### config.mk
export PLATFORM = sky130hd
export DESIGN_NAME = screen_controller_flat
export DESIGN_NICKNAME = d
export VERILOG_FILES = /design/src/rtl/vga_pkg.sv /design/src/rtl/screen_controller_if.sv /design/src/rtl/key_event_detect.sv /design/src/rtl/screen_controller.sv /design/src/flat_wrapper.sv
export SDC_FILE = /design/constraint.sdc
export NUM_CORES = 1
export LEC_CHECK = 0
export ABC_AREA = 0
export BUFFER_PORTS_ARGS = -buffer_cell sky130_fd_sc_hd__buf_2
export CORE_UTILIZATION = 30
export DETAILED_ROUTE_END_ITERATION = 10
export PLACE_DENSITY = 0.45
export SKIP_CTS_REPAIR_TIMING = 1
export SKIP_LAST_GASP = 1
export SYNTH_ARGS = -nofsm -noshare
export SYNTH_HDL_FRONTEND = slang
export SYNTH_SLANG_ARGS = --single-unit
### constraint.sdc
create_clock -name clk -period 2.8 [get_ports clk]
set_input_delay 0.14 -clock clk [delete_from_list [all_inputs] [get_ports clk]]
set_output_delay 0.14 -clock clk [all_outputs]
set_load 0.02 [all_outputs]
### src/rtl/vga_pkg.sv
// rtl/vga_pkg.sv - shared screen encodings and PS/2 key constants
package vga_pkg;

   typedef enum logic [1:0] {
      START    = 2'd0,
      GAME     = 2'd1,
      PLAYER_1 = 2'd2,
      PLAYER_2 = 2'd3
   } screen_e;

   localparam logic [7:0] KEY_START  = 8'h5A;
   localparam logic [7:0] KEY_ABORT  = 8'h76;
   localparam logic [7:0] BREAK_CODE = 8'hF0;

endpackage

### src/rtl/screen_controller_if.sv
// rtl/screen_controller_if.sv - keyboard, score and screen-select signals of the sequencer
interface screen_controller_if;
   import vga_pkg::*;

   logic        vblnk;
   logic [15:0] keycode;
   logic [4:0]  p1_score;
   logic [4:0]  p2_score;
   screen_e     screen;
   logic        game_rst;
   logic        pending;

   modport master (
      output vblnk, keycode, p1_score, p2_score,
      input  screen, game_rst, pending
   );

   modport slave (
      input  vblnk, keycode, p1_score, p2_score,
      output screen, game_rst, pending
   );

endinterface

### src/rtl/key_event_detect.sv
// rtl/key_event_detect.sv - one-cycle strobe on a fresh make code matching code_i
module key_event_detect
   import vga_pkg::*;
(
   input  logic        clk,
   input  logic        rst,
   input  logic [15:0] keycode_i,
   input  logic [7:0]  code_i,
   output logic        strobe_o
);

   logic [15:0] keycode_q;

   always_ff @(posedge clk) begin
      if (rst) begin
         keycode_q <= 16'h0000;
      end else begin
         keycode_q <= keycode_i;
      end
   end

   // A held key repeats the same word, so only a change of word counts as a press.
   assign strobe_o = (keycode_i != keycode_q) &&
                     (keycode_i[15:8] != BREAK_CODE) &&
                     (keycode_i[7:0] == code_i);

endmodule

### src/rtl/screen_controller.sv
// rtl/screen_controller.sv - game flow sequencer committing screen changes on vblnk rising edges
module screen_controller
   import vga_pkg::*;
#(
   parameter logic [4:0] WIN_SCORE  = 5'd10,
   parameter int         WIN_FRAMES = 300
)(
   input  logic                 clk,
   input  logic                 rst,
   screen_controller_if.slave   sc
);

   localparam int                CNT_W    = $clog2(WIN_FRAMES);
   localparam logic [CNT_W-1:0] CNT_LAST = CNT_W'(WIN_FRAMES - 1);

   logic             vblnk_q;
   logic             fe;
   logic             start_ev;
   logic             abort_ev;
   logic             commit;
   screen_e          target_q, target_d;
   screen_e          screen_q, screen_d;
   logic [CNT_W-1:0] fcnt_q, fcnt_d;
   logic             game_rst_q, game_rst_d;

   key_event_detect u_start_key (
      .clk       (clk),
      .rst       (rst),
      .keycode_i (sc.keycode),
      .code_i    (KEY_START),
      .strobe_o  (start_ev)
   );

   key_event_detect u_abort_key (
      .clk       (clk),
      .rst       (rst),
      .keycode_i (sc.keycode),
      .code_i    (KEY_ABORT),
      .strobe_o  (abort_ev)
   );

   assign fe = sc.vblnk & ~vblnk_q;

   always_comb begin
      target_d = target_q;
      case (target_q)
         START: begin
            if (start_ev) target_d = GAME;
         end
         GAME: begin
            // Win checks wait for the committed GAME screen so stale scores are ignored.
            if (screen_q == GAME && sc.p1_score >= WIN_SCORE)      target_d = PLAYER_1;
            else if (screen_q == GAME && sc.p2_score >= WIN_SCORE) target_d = PLAYER_2;
            else if (abort_ev)                                     target_d = START;
         end
         PLAYER_1, PLAYER_2: begin
            if (start_ev || (fe && fcnt_q == CNT_LAST)) target_d = START;
         end
         default: target_d = START;
      endcase
   end

   always_comb begin
      commit     = fe && (target_d != screen_q);
      screen_d   = commit ? target_d : screen_q;
      game_rst_d = commit && (target_d == GAME);
      fcnt_d     = fcnt_q;
      if (commit) begin
         fcnt_d = '0;
      end else if (fe && (screen_q == PLAYER_1 || screen_q == PLAYER_2) && fcnt_q != CNT_LAST) begin
         fcnt_d = fcnt_q + 1'b1;
      end
   end

   always_ff @(posedge clk) begin
      if (rst) begin
         vblnk_q    <= 1'b0;
         target_q   <= START;
         screen_q   <= START;
         fcnt_q     <= '0;
         game_rst_q <= 1'b0;
      end else begin
         vblnk_q    <= sc.vblnk;
         target_q   <= target_d;
         screen_q   <= screen_d;
         fcnt_q     <= fcnt_d;
         game_rst_q <= game_rst_d;
      end
   end

   assign sc.screen   = screen_q;
   assign sc.game_rst = game_rst_q;
   assign sc.pending  = (target_q != screen_q);

endmodule

### src/flat_wrapper.sv
// flat-port wrapper written by rule: the top's interface ports become plain ports
module screen_controller_flat import vga_pkg::*;
#(
   parameter logic [4:0] WIN_SCORE  = 5'd10,
   parameter int         WIN_FRAMES = 300
)
  (clk, rst, sc_vblnk, sc_keycode, sc_p1_score, sc_p2_score, sc_screen, sc_game_rst, sc_pending);
  screen_controller_if sc_i ();
  input  logic clk;
  input  logic rst;
  input wire logic [$bits(sc_i.vblnk)-1:0] sc_vblnk;
  input wire logic [$bits(sc_i.keycode)-1:0] sc_keycode;
  input wire logic [$bits(sc_i.p1_score)-1:0] sc_p1_score;
  input wire logic [$bits(sc_i.p2_score)-1:0] sc_p2_score;
  output wire logic [$bits(sc_i.screen)-1:0] sc_screen;
  output wire logic [$bits(sc_i.game_rst)-1:0] sc_game_rst;
  output wire logic [$bits(sc_i.pending)-1:0] sc_pending;
  assign sc_i.vblnk = sc_vblnk;
  assign sc_i.keycode = sc_keycode;
  assign sc_i.p1_score = sc_p1_score;
  assign sc_i.p2_score = sc_p2_score;
  assign sc_screen = sc_i.screen;
  assign sc_game_rst = sc_i.game_rst;
  assign sc_pending = sc_i.pending;
  screen_controller #(.WIN_SCORE(WIN_SCORE), .WIN_FRAMES(WIN_FRAMES)) u_core (.clk(clk), .rst(rst), .sc(sc_i));
endmodule
# Word level (Yosys, flattened, before mapping)
# Index checks and enable logic that the tools add are counted.
# word_totals
reg_bits,31
inputBits,29
out_inout_bits,4
wordCells,47
# classes
add_sub_neg,1
magnitude_cmp,2
eq_ne,15
mux,6
n_bitwise,2
reduce_logical,15
# op_table
cell,n
$eq 8x7->1 const B,2
$ne 16x16->1,1
$ge 5x4->1 const B,2
$logic_and 1x1->1,10
$mux 2,5
$add 9x1->9 const B,1
$eq 9x9->1 const B,1
$ne 9x9->1 const B,1
$eq 2x2->1 const B,4
$ne 8x8->1 const B,1
$eq 2x1->1 const B,3
$pmux 2 s3,1
$ne 2x2->1,2
$reduce_or 2->1,2
$logic_not 2->1,1
$logic_or 1x1->1,2
$and 1x1->1,1
$not 1->1,1

# Longest topological paths before layout
# Gate-level depths: netlist (run 1).
# depth
word_depth,10
depth_mapped,9
mapped_depth_nobuf,8

# By module
# A second synthesis (run 1) with hierarchy kept.
# unflattened
cells_unflattened,224
hier_area_um2,2299.7
# by_module_without_submodules
mod,instances,cells_per_inst,area_each_um2,seq_area_each_um2
key_event_detect,2,67,715.7,320.3
screen_controller,1,90,868.3,300.3

# Worst setup path after synthesis (run 1)
# No wires, ideal clock.
# synth_timing
path_type,register -> register
start,register u_core.screen_q[0] (netlist: u_core.sc.screen[0])
end,register u_core.fcnt_q[1]
setup_time_ps,63
arrival_time_ps,2209
required_time_ps,2737
slack_ps,528
stages_incl_launch_ff,9
n_path_buf,1
period_less_slack_ps,2272
cell_sequence,dfxtp_1 > nor2b_1 > o41a_1 > nand2_1 > a311o_1 > mux2_1 > a311o_1 > buf_6 > nor2_2
# synth_via
elab_chain_len,8
elab_cells_between_ends,14
classes_between,eq/ne (4); mux (3); reduce/logical (7)
# synth_rtl
element,line,text
from (decl),screen_controller.sv:22,"screen_e screen_q, screen_d;"
from (signal assigned),screen_controller.sv:85,screen_q <= screen_d;
$eq 2x1->1,"screen_controller.sv:52, screen_controller.sv:53",
$logic_and 1x1->1,screen_controller.sv:53,else if (screen_q == GAME && sc.p2_score >= WIN_SCORE) target_d = PLAYER_2;
$mux 2,screen_controller.sv:53,
$mux 2,screen_controller.sv:52,if (screen_q == GAME && sc.p1_score >= WIN_SCORE) target_d = PLAYER_1;
$pmux 2 s3,screen_controller.sv:46,case (target_q)
$ne 2x2->1,screen_controller.sv:64,commit = fe && (target_d != screen_q);
$logic_and 1x1->1,screen_controller.sv:64,
$reduce_or 2->1 (no line),n/a,
to (signal assigned),screen_controller.sv:86,fcnt_q <= fcnt_d;
to (decl),screen_controller.sv:23,"logic [CNT_W-1:0] fcnt_q, fcnt_d;"
# Parallel ways exist; a longest one is shown, timed or not.
# A chain may end at the register's enable or synchronous reset.

# Worst setup path after layout (run 1)
# layout_timing
start,register u_core.u_abort_key.keycode_q[14]
end,register u_core.fcnt_q[5]
# layout_via
elab_chain_len,10
elab_cells_between_ends,14
classes_between,eq/ne (2); mux (6); reduce/logical (6)
# layout_rtl
element,line,text
from (decl),key_event_detect.sv:12,logic [15:0] keycode_q;
from (signal assigned),key_event_detect.sv:18,keycode_q <= keycode_i;
$ne 16x16->1 *,n/a,
$logic_and 1x1->1 *,n/a,
$logic_and 1x1->1,key_event_detect.sv:24,(keycode_i[15:8] != BREAK_CODE) &&
$mux 2,screen_controller.sv:54,else if (abort_ev) target_d = START;
$mux 2,screen_controller.sv:53,
$mux 2,screen_controller.sv:52,
$pmux 2 s3 *,screen_controller.sv:46,
$ne 2x2->1 *,screen_controller.sv:64,
$logic_and 1x1->1 *,screen_controller.sv:64,
$reduce_or 2->1 (no line) *,n/a,
# Every way passes the cells marked *; elsewhere a longest branch is shown, timed or not.

==> results.sh, run 1 <==
export IMPL_synthFlopType="dfxtp_1"
export IMPL_clockBufferDepth=2
export IMPL_insertion_delay_ns=0.28
export IMPL_finalMaxSlewViolations=0
export IMPL_yosysTopAreaCell="dfxtp_1"
export IMPL_post_drt_wl_per_cell_um=12.2
export IMPL_synthArstFlopShare_pct=0
export IMPL_finalHoldViolations=0
export IMPL_crit_family="compound AO/OA/AOI/OAI gates"
export IMPL_yosys_warnings=0
export IMPL_cp_depth=7
export IMPL_critPathMaxStageDelay_ns=0.52
export IMPL_viasPerCell=4.73
export IMPL_grt_util_met3_pct=5.34
export IMPL_io_pins=33
export IMPL_ys_seq_area_share_pct=43.0
export IMPL_place_ws_ns=0.167
export IMPL_hp_class="in2reg"
export IMPL_drive_gt1_share_pct=27.6
export IMPL_synth_seq_cells=31
export IMPL_worstPathRequired_ns=3.02
export IMPL_track_usage_pct=12.8
export IMPL_ctsHtreeMaxLevel=2
export IMPL_skew_ns=0.00574
export IMPL_setup_worst_path_end_class="flop"
export IMPL_crit_top_cell="a311o_1"
export IMPL_synth_edf_count=0
export IMPL_antenna_found_initial=0
export IMPL_syn_inst=150
export IMPL_ys_types=36
export IMPL_setup_slack_ns=0.223
export IMPL_crit_chain="xor2_1 > nor4_1 > nand4_1 > a311o_1 > mux2_1 > a311o_1 > nor2_2"
export IMPL_worstPathMaxFanout=9
export IMPL_cp_arrival_ns=2.80
export IMPL_dp_hpwl_um=2170
export IMPL_post_route_util_pct=39.4
export IMPL_syn_nets=180
export IMPL_fill_cells=467
export IMPL_start_kind="flop"
export IMPL_syn2layout_area_growth_pct=22.2
export IMPL_grt_max_degree=23
export IMPL_netlist_area_sq_um=1440
export IMPL_cts_tree="built"
export IMPL_crit_start="u_core.u_abort_key.keycode_q[14]"
export IMPL_post_synth_cell_area_avg_sq_um=9.63
export IMPL_drc_errors=3
export IMPL_met2_usage_pct=21.2
export IMPL_synth_area_leaders="dfxtp_1 43%, xor2_1 13%, nor2b_1 8.2%, nor2_2 3.9%, xnor2_1 3.0%"
export IMPL_setup_viol=0
export IMPL_rows=24
export IMPL_cts_buffers=5
export IMPL_reg2reg_depth=7
export IMPL_diodes=0
export IMPL_ys_top_cells_by_count="31 x dfxtp_1, 21 x xor2_1, 19 x nor2b_1"
export IMPL_clkTransAtPathRegs_ns=0.07
export IMPL_grt_overflow=0
export IMPL_met1_usage_pct=14.7
export IMPL_drt_initial_drc_count=38
export IMPL_globalplace_congestion=0.770
export IMPL_slew_headroom_pct=62.3
export IMPL_power_density_nw_per_um2=566
export IMPL_busiest_layer="met2"
export IMPL_fmax_ghz=0.388
export IMPL_status="complete, but fails checks"
export IMPL_violations="DRC"
export IMPL_portBuffers=30
export IMPL_hold_worst_slack_ns=0.101
export IMPL_tightest_slew_ns=0.566
export IMPL_hp_start="sc_vblnk"
export IMPL_die_w_um=71.4
export IMPL_synth_top_area_share_pct=43.0
export IMPL_wirelength_um=2900
export IMPL_min_path_cells=2
export IMPL_maxCapViolations=0
export IMPL_drtPass1Iterations=7
export IMPL_vias=1122
export IMPL_dieArea_sq_um=5090
export IMPL_nets=214
export IMPL_cts_sinks=31
export IMPL_critical_path_class="reg2reg"
export IMPL_cpMaxStageDelayCell="a311o_1"
export IMPL_path_buf_inv=0
export IMPL_timing_final_crit_share_pct=92.0
export IMPL_yosysMostFrequentCell="dfxtp_1"
export IMPL_ant_nets=0
export IMPL_start_util_pct=32.3
export IMPL_post_route_min_period_ns=2.58
export IMPL_fp_coreArea_sq_um=4470
export IMPL_fp_dieH_um=71.4
export IMPL_tns_ns=0
export IMPL_leakagePower_nw=0.734
export IMPL_grt_pass1_wl_um=4960
export IMPL_vdd_drop_max_uv=276
export IMPL_cts_root_buf="clkbuf_8"
export IMPL_grt_pass1_vias=1121
export IMPL_r2r_start="u_core.u_abort_key.keycode_q[14]"
export IMPL_rsz0062_at_grt="no"
## flip-flops by register name (all words and copies together) (netlist names)
signal                        cells
u_core.target_q                   2
u_core.fcnt_q                     9
u_core.u_abort_key.keycode_q     16
u_core.vblnk_q                    1
u_core.sc.game_rst                1
u_core.sc.screen                  2
## final cells by class
| class | instances | area [sq um] | area share, % |
|---|---|---|---|
| Multi-Input combinational cell | 115 | 807 | 45.7 |
| Sequential cell | 31 | 621 | 35.2 |
| Timing Repair Buffer | 30 | 150 | 8.51 |
| Clock buffer | 6 | 82.6 | 4.68 |
| Tap cell | 52 | 65.1 | 3.69 |
| Clock inverter | 2 | 35.0 | 1.99 |
| Inverter | 1 | 3.75 | 0.213 |
## cells in the final DEF (no fill, tap or decap), drive strengths merged
cell type | synthesis | layout
ha | 1 | 1
and4 | 1 | 1
nor3 | 2 | 2
o41a | 1 | 1
nor2b | 19 | 19
nand2 | 9 | 9
o21a | 2 | 2
nor4bb | 2 | 2
mux2i | 1 | 1
clkinv | 0 | 1
o21ai | 2 | 2
nand4 | 3 | 3
nor4b | 1 | 1
nand4b | 1 | 1
xor2 | 21 | 21
nand2b | 1 | 1
a21boi | 1 | 1
a311o | 2 | 2
xnor2 | 5 | 5
mux2 | 1 | 1
nor4 | 5 | 5
a211oi | 1 | 1
and2 | 1 | 1
inv | 1 | 1
bufinv | 0 | 1
dfxtp | 31 | 31
o31ai | 1 | 1
a21oi | 3 | 3
a211o | 1 | 1
nand3 | 1 | 1
a31oi | 2 | 2
or4 | 1 | 1
clkbuf | 2 | 6
and3 | 4 | 4
buf | 1 | 30
nor2 | 19 | 19
## routing by layer
metal,vias up,wire length [um],part of all wire (%)
met2,25,1340,46
met5,-,0,0
met1,516,1360,47
met3,2,172,5.9
met4,0,19,0.66
li1,579,-,-
## metrics by stage
stage	power (mW)	area (sq um)	cells
after floorplan	0.520	1440	150
after global placement	0.555	1640	229
after detailed placement	0.557	1640	229
after CTS	1.02	1760	237
after global routing	1.04	1760	237
final	0.999	1760	237
## where the power goes
group	leakage [nW]	internal, mW	switching [mW]
Clock	0.0612	0.288	0.165
Combinational	0.419	0.0398	0.0437
Sequential	0.255	0.455	0.00721
Total	0.734	0.783	0.216
## kinds of logic (layout without fill, tap and decap cells)
family	after synthesis	count (layout)	synth area share, %
AND/OR/NAND/NOR	70	70	29.1
flip-flops	31	31	43.0
XOR/XNOR	26	26	15.8
AO/OA/AOI/OAI	16	16	8.23
buffers and inverters	4	39	1.56
multiplexers	2	2	1.47
adder cells (fa/ha/maj)	1	1	0.866
## path summary, 6_finish.rpt
path / endpoint / slack, ns
worst min-delay path: u_core.vblnk_q / 0.10
worst max-delay path: u_core.fcnt_q[5] / 0.22
worst min register to register: u_core.fcnt_q[8] / 0.53
worst max register to register: u_core.fcnt_q[5] / 0.22
Note: power is estimated with default switching activity, not from simulation.
==> run 2, diff against run 1 <==
- CELL_PAD_IN_SITES_DETAIL_PLACEMENT: not set -> 1
- CELL_PAD_IN_SITES_GLOBAL_PLACEMENT: not set -> 2
- PLACE_DENSITY: 0.45 -> 0.7
==> results.sh, run 2 (synthesis gave the netlist of run 1 again) <==
export IMPL_power_density_nw_per_um2=502
export IMPL_crit_chain="ha_1 > nor4bb_1 > a31oi_1 > a21oi_1 > a311o_1 > mux2_1 > a311o_2 > nor2_2"
export IMPL_globalplace_congestion=0.668
export IMPL_die_w_um=71.4
export IMPL_drive_gt1_share_pct=27.6
export IMPL_slew_headroom_pct=68.9
export IMPL_cts_buffers=5
export IMPL_largest_register="u_core.u_abort_key.keycode_q"
export IMPL_nets=216
export IMPL_setup_viol=0
export IMPL_grt_pass1_wl_um=5550
export IMPL_hp_class="in2reg"
export IMPL_leakagePower_nw=0.722
export IMPL_crit_family="compound AO/OA/AOI/OAI gates"
export IMPL_wirelength_um=3100
export IMPL_violations="DRC"
export IMPL_drtPass1Iterations=6
export IMPL_multi_input_area_sq_um=808
export IMPL_post_drt_wl_per_cell_um=13.1
export IMPL_worstPathMaxFanout=9
export IMPL_start_util_pct=32.3
export IMPL_worstPathRequired_ns=3.02
export IMPL_critPathMaxStageDelay_ns=0.49
export IMPL_ant_nets=0
export IMPL_cp_arrival_ns=2.80
export IMPL_power_uw=872
export IMPL_fmax_ghz=0.386
export IMPL_diodes=0
export IMPL_io_pins=33
export IMPL_grt_overflow=0
export IMPL_post_route_min_period_ns=2.59
export IMPL_dp_hpwl_um=2380
export IMPL_tns_ns=0
export IMPL_status="complete, but fails checks"
export IMPL_clkTransAtPathRegs_ns=0.06
export IMPL_clockBufferDepth=2
export IMPL_grt_pass1_vias=1260
export IMPL_drc_errors=3
export IMPL_track_usage_pct=14.2
export IMPL_vdd_drop_max_uv=152
export IMPL_final_common_cell="dfxtp_1"
export IMPL_critical_path_class="reg2reg"
export IMPL_hold_worst_slack_ns=0.0995
export IMPL_finalHoldViolations=0
export IMPL_largest_reg_flops=16
export IMPL_fill_cells=520
export IMPL_tightest_slew_ns=0.462
export IMPL_rows=24
export IMPL_fp_dieH_um=71.4
export IMPL_finalMaxSlewViolations=0
export IMPL_cts_root_buf="clkbuf_8"
export IMPL_cts_sinks=31
export IMPL_dieArea_sq_um=5090
export IMPL_setup_worst_path_end_class="flop"
export IMPL_top_regs="u_core.u_abort_key.keycode_q x16, u_core.fcnt_q x9"
export IMPL_regArea_sq_um=621
export IMPL_rsz0062_at_grt="no"
export IMPL_path_buf_inv=0
export IMPL_layout_common_cells="31 x dfxtp_1, 30 x buf_2, 21 x xor2_1"
export IMPL_drt_initial_drc_count=13
export IMPL_skew_ns=0.00440
export IMPL_insertion_delay_ns=0.28
export IMPL_portBuffers=30
export IMPL_vias=1147
export IMPL_fp_coreArea_sq_um=4470
export IMPL_grt_max_degree=23
export IMPL_ctsHtreeMaxLevel=2
export IMPL_start_kind="flop"
export IMPL_syn2layout_area_growth_pct=20.2
export IMPL_antenna_found_initial=0
export IMPL_maxCapViolations=0
export IMPL_timing_final_crit_share_pct=92.4
export IMPL_cts_tree="built"
export IMPL_cpMaxStageDelayCell="a311o_2"
export IMPL_viasPerCell=4.84
export IMPL_ff2ff_setup_slack_ns=0.21
## run 2: changes by cell type in the layout (fill, tap and decap cells not counted), sizes merged
cell	delta
bufinv	-1
buf	+2
clkinv	-1
## run 2: path summary, 6_finish.rpt
path	startpoint	end	cells past startpoint
max	u_core.fcnt_q[0]	u_core.fcnt_q[8]	8
min	sc_vblnk	u_core.vblnk_q	2
max reg2reg	u_core.fcnt_q[0]	u_core.fcnt_q[8]	8
min reg2reg	u_core.fcnt_q[8]	u_core.fcnt_q[8]	2
## run 2: metal layers
metal	share of wire [%]	up-vias	global-route usage, %
met5	0	-	0
met4	1.2	0	3.33
met3	4.7	6	4.64
met2	48	23	25.3
met1	46	535	16.5
li1	-	583	-
## run 2: cell type report
cell class	instances	area share, %
sequential	31	35.8
tap	52	3.75
inverter	1	0.216
multi-input combinational	115	46.6
clock buffer	6	4.18
timing repair buffer	32	9.52
## run 2: through the flow
stage / setup slack [ns] / cell area, sq um / utilization [%] / cells
after floorplan: 0.528 / 1440 / - / 150
after global placement: 0.184 / 1660 / 37.0 / 231
after detailed placement: 0.102 / 1660 / 37.0 / 231
after CTS: 0.0521 / 1730 / 38.6 / 237
after global routing: 0.0405 / 1740 / 38.8 / 237
final: 0.213 / 1740 / 38.8 / 237
## run 2: worst register-to-register path, stage by stage (launching register included)
cell      delay [ns]
dfxtp_1         0.37
ha_1            0.19
nor4bb_1        0.40
a31oi_1         0.18
a21oi_1         0.15
a311o_1         0.25
mux2_1          0.35
a311o_2         0.49
nor2_2          0.15
## run 2: power by group
part	internal (mW)	switching, mW
combinational	0.0426	0.0476
clock	0.165	0.155
sequential	0.455	0.00578
total	0.663	0.208
==> run 3, diff against run 2 <==
- ABC_AREA: 0 -> 1
- CORE_MARGIN: not set -> 3
- CORE_UTILIZATION: 30 -> 29
- PLACE_DENSITY: 0.7 -> 0.75
- SLEW_MARGIN: not set -> 30
==> results.sh, run 3 <==
export IMPL_status="finished, final reports clean"
export IMPL_yosys_warnings=0
export IMPL_vdd_drop_max_uv=170
export IMPL_post_route_util_pct=35.9
export IMPL_place_ws_ns=0.887
export IMPL_track_usage_pct=12.5
export IMPL_start_kind="flop"
export IMPL_p_clk_share_pct=37.5
export IMPL_synthArstFlopShare_pct=0
export IMPL_grt_max_degree=22
export IMPL_grt_overflow=0
export IMPL_slew_headroom_pct=72.8
export IMPL_nets=326
export IMPL_p_comb_share_pct=11.4
export IMPL_hold_worst_slack_ns=0.0870
export IMPL_regArea_sq_um=621
export IMPL_final_common_cell="nand2_1"
export IMPL_final_cells=369
export IMPL_worstPathRequired_ns=2.98
export IMPL_cts_buffers=5
export IMPL_viasPerCell=4.18
export IMPL_synth_area_leaders="dfxtp_1 37%, nand2_1 16%, inv_1 10%, nor2_1 8.0%, nor2_2 3.7%"
export IMPL_multi_input_area_sq_um=830
export IMPL_antenna_found_initial=0
export IMPL_maxCapViolations=0
export IMPL_switchingPower_uw=239
export IMPL_die_w_um=82.2
export IMPL_place_inst=361
export IMPL_insertion_delay_ns=0.28
export IMPL_io_pins=33
export IMPL_drc_errors=0
export IMPL_cts_tree="built"
export IMPL_cp_arrival_ns=2.09
export IMPL_post_drt_wl_per_cell_um=9.95
export IMPL_synth_seq_cells=31
export IMPL_critical_path_class="reg2reg"
export IMPL_setup_viol=0
export IMPL_ys_seq_area_share_pct=36.9
export IMPL_portBuffers=30
export IMPL_worstPathMaxFanout=9
export IMPL_tns_ns=0
export IMPL_synthFlopType="dfxtp_1"
export IMPL_synth_edf_count=0
export IMPL_setup_slack_ns=0.889
export IMPL_dieArea_sq_um=6750
export IMPL_drt_initial_drc_count=30
export IMPL_synth_top_area_share_pct=36.9
export IMPL_rsz0062_at_grt="no"
export IMPL_grt_pass1_wl_um=6380
export IMPL_wirelength_um=3670
export IMPL_finalHoldViolations=0
export IMPL_power_density_nw_per_um2=455
export IMPL_start_util_pct=30.2
export IMPL_syn_nets=291
export IMPL_drtPass1Iterations=2
export IMPL_setup_worst_path_end_class="flop"
export IMPL_rows=27
export IMPL_diodes=0
export IMPL_fp_coreArea_sq_um=5570
export IMPL_leakagePower_nw=1.00
export IMPL_clockBufferDepth=2
export IMPL_yosysMostFrequentCell="nand2_1"
export IMPL_timing_final_crit_share_pct=68.3
export IMPL_yosysTopAreaCell="dfxtp_1"
export IMPL_swShare_pct=26.3
export IMPL_grt_pass1_vias=1516
export IMPL_clkTransAtPathRegs_ns=0.07
export IMPL_hp_class="in2reg"
export IMPL_pwr_share_seq_pct=51.1
export IMPL_skew_ns=0.00584
export IMPL_ant_nets=0
export IMPL_fill_cells=754
export IMPL_cts_root_buf="clkbuf_8"
export IMPL_ys_top_cells_by_count="71 x nand2_1, 45 x inv_1, 36 x nor2_1"
export IMPL_syn_inst=261
export IMPL_dp_hpwl_um=2940
export IMPL_drive_gt1_share_pct=25.9
export IMPL_finalMaxSlewViolations=0
export IMPL_cts_sinks=31
export IMPL_top_regs="u_core.u_abort_key.keycode_q x16, u_core.fcnt_q x9"
export IMPL_fp_dieH_um=82.2
export IMPL_ys_types=24
export IMPL_fmax_ghz=0.523
export IMPL_vias=1541
export IMPL_ctsHtreeMaxLevel=2
export IMPL_globalplace_congestion=0.715
export IMPL_p_int_uw=670
export IMPL_tightest_slew_ns=0.408
export IMPL_post_synth_cell_area_avg_sq_um=6.45
export IMPL_syn2layout_area_growth_pct=18.9
export IMPL_layout_common_cells="71 x nand2_1, 45 x inv_1, 36 x nor2_1"
export IMPL_post_route_min_period_ns=1.91
export IMPL_netlist_area_sq_um=1680
export IMPL_largest_register="u_core.u_abort_key.keycode_q"
export IMPL_largest_reg_flops=16
-- run 3: cell count changes in the layout (fill, tap and decap cells not counted), sizes merged, moves of 4 or more --
cell / delta
nand3: +10
xnor2: -4
xor2: -14
nor2b: -19
inv: +59
o21ai: +4
nor2: +27
and3: -4
nand2: +69
-- run 3: worst max-delay path, cell delays in order, from the launching register on --
cell	delay [ns]
dfxtp_1	0.38
ha_1	0.18
nand3_1	0.08
or2_4	0.26
o21ai_2	0.11
inv_1	0.06
nand2_1	0.09
nand2_2	0.07
nand2_2	0.08
nand2_1	0.05
nand2_1	0.07
inv_2	0.04
nand3_2	0.07
nand2_2	0.06
nand2_4	0.16
nor2_2	0.05
-- run 3: power groups by stage --
| stage | Sequential (mW) | Clock, mW | Combinational, mW |
|---|---|---|---|
| after floorplan | 0.474 | 0 | 0.0654 |
| after global placement | 0.474 | 0 | 0.104 |
| after detailed placement | 0.475 | 0 | 0.107 |
| after CTS | 0.465 | 0.368 | 0.107 |
| after global routing | 0.467 | 0.394 | 0.122 |
| final | 0.465 | 0.341 | 0.103 |
-- run 3: cells by family after synthesis --
kind of cell | after synthesis | synth area share [%]
simple gates | 148 | 40.6
buf+inv | 62 | 13.8
flops | 31 | 36.9
compound gates | 10 | 3.20
xor+xnor | 8 | 4.16
mux | 1 | 0.595
fa+ha+maj | 1 | 0.743
-- run 3: per-layer routing --
| metal | global-route usage [%] | part of all wire (%) |
|---|---|---|
| met3 | 3.58 | 3.6 |
| met4 | 5.48 | 0.74 |
| met1 | 15.4 | 49 |
| met5 | 0 | 0 |
| met2 | 20.2 | 47 |
-- run 3: path summary, 6_finish.rpt --
kind              slack, ns        startpoint  depth (start not counted)                to
setup / recovery       0.89  u_core.fcnt_q[0]                         15  u_core.fcnt_q[8]
hold / removal         0.09          sc_vblnk                          3    u_core.vblnk_q
hold reg to reg        0.56  u_core.fcnt_q[8]                          3  u_core.fcnt_q[8]
setup reg to reg       0.89  u_core.fcnt_q[0]                         15  u_core.fcnt_q[8]
-- run 3: per-stage QoR --
| stage | total power [mW] | area, sq um |
|---|---|---|
| finish | 0.909 | 2000 |
| global route | 0.983 | 2000 |
| CTS | 0.940 | 2000 |
| detailed placement | 0.582 | 1920 |
| global placement | 0.579 | 1920 |
| floorplan | 0.539 | 1680 |
-- run 3: layout make-up --
| cell class | count | share of cell area, % |
|---|---|---|
| Clock buffer | 6 | 3.63 |
| Tap cell | 72 | 4.50 |
| Multi-Input combinational cell | 168 | 41.5 |
| Sequential cell | 31 | 31.0 |
| Timing Repair Buffer | 30 | 7.50 |
| Clock inverter | 2 | 0.625 |
| Inverter | 60 | 11.3 |
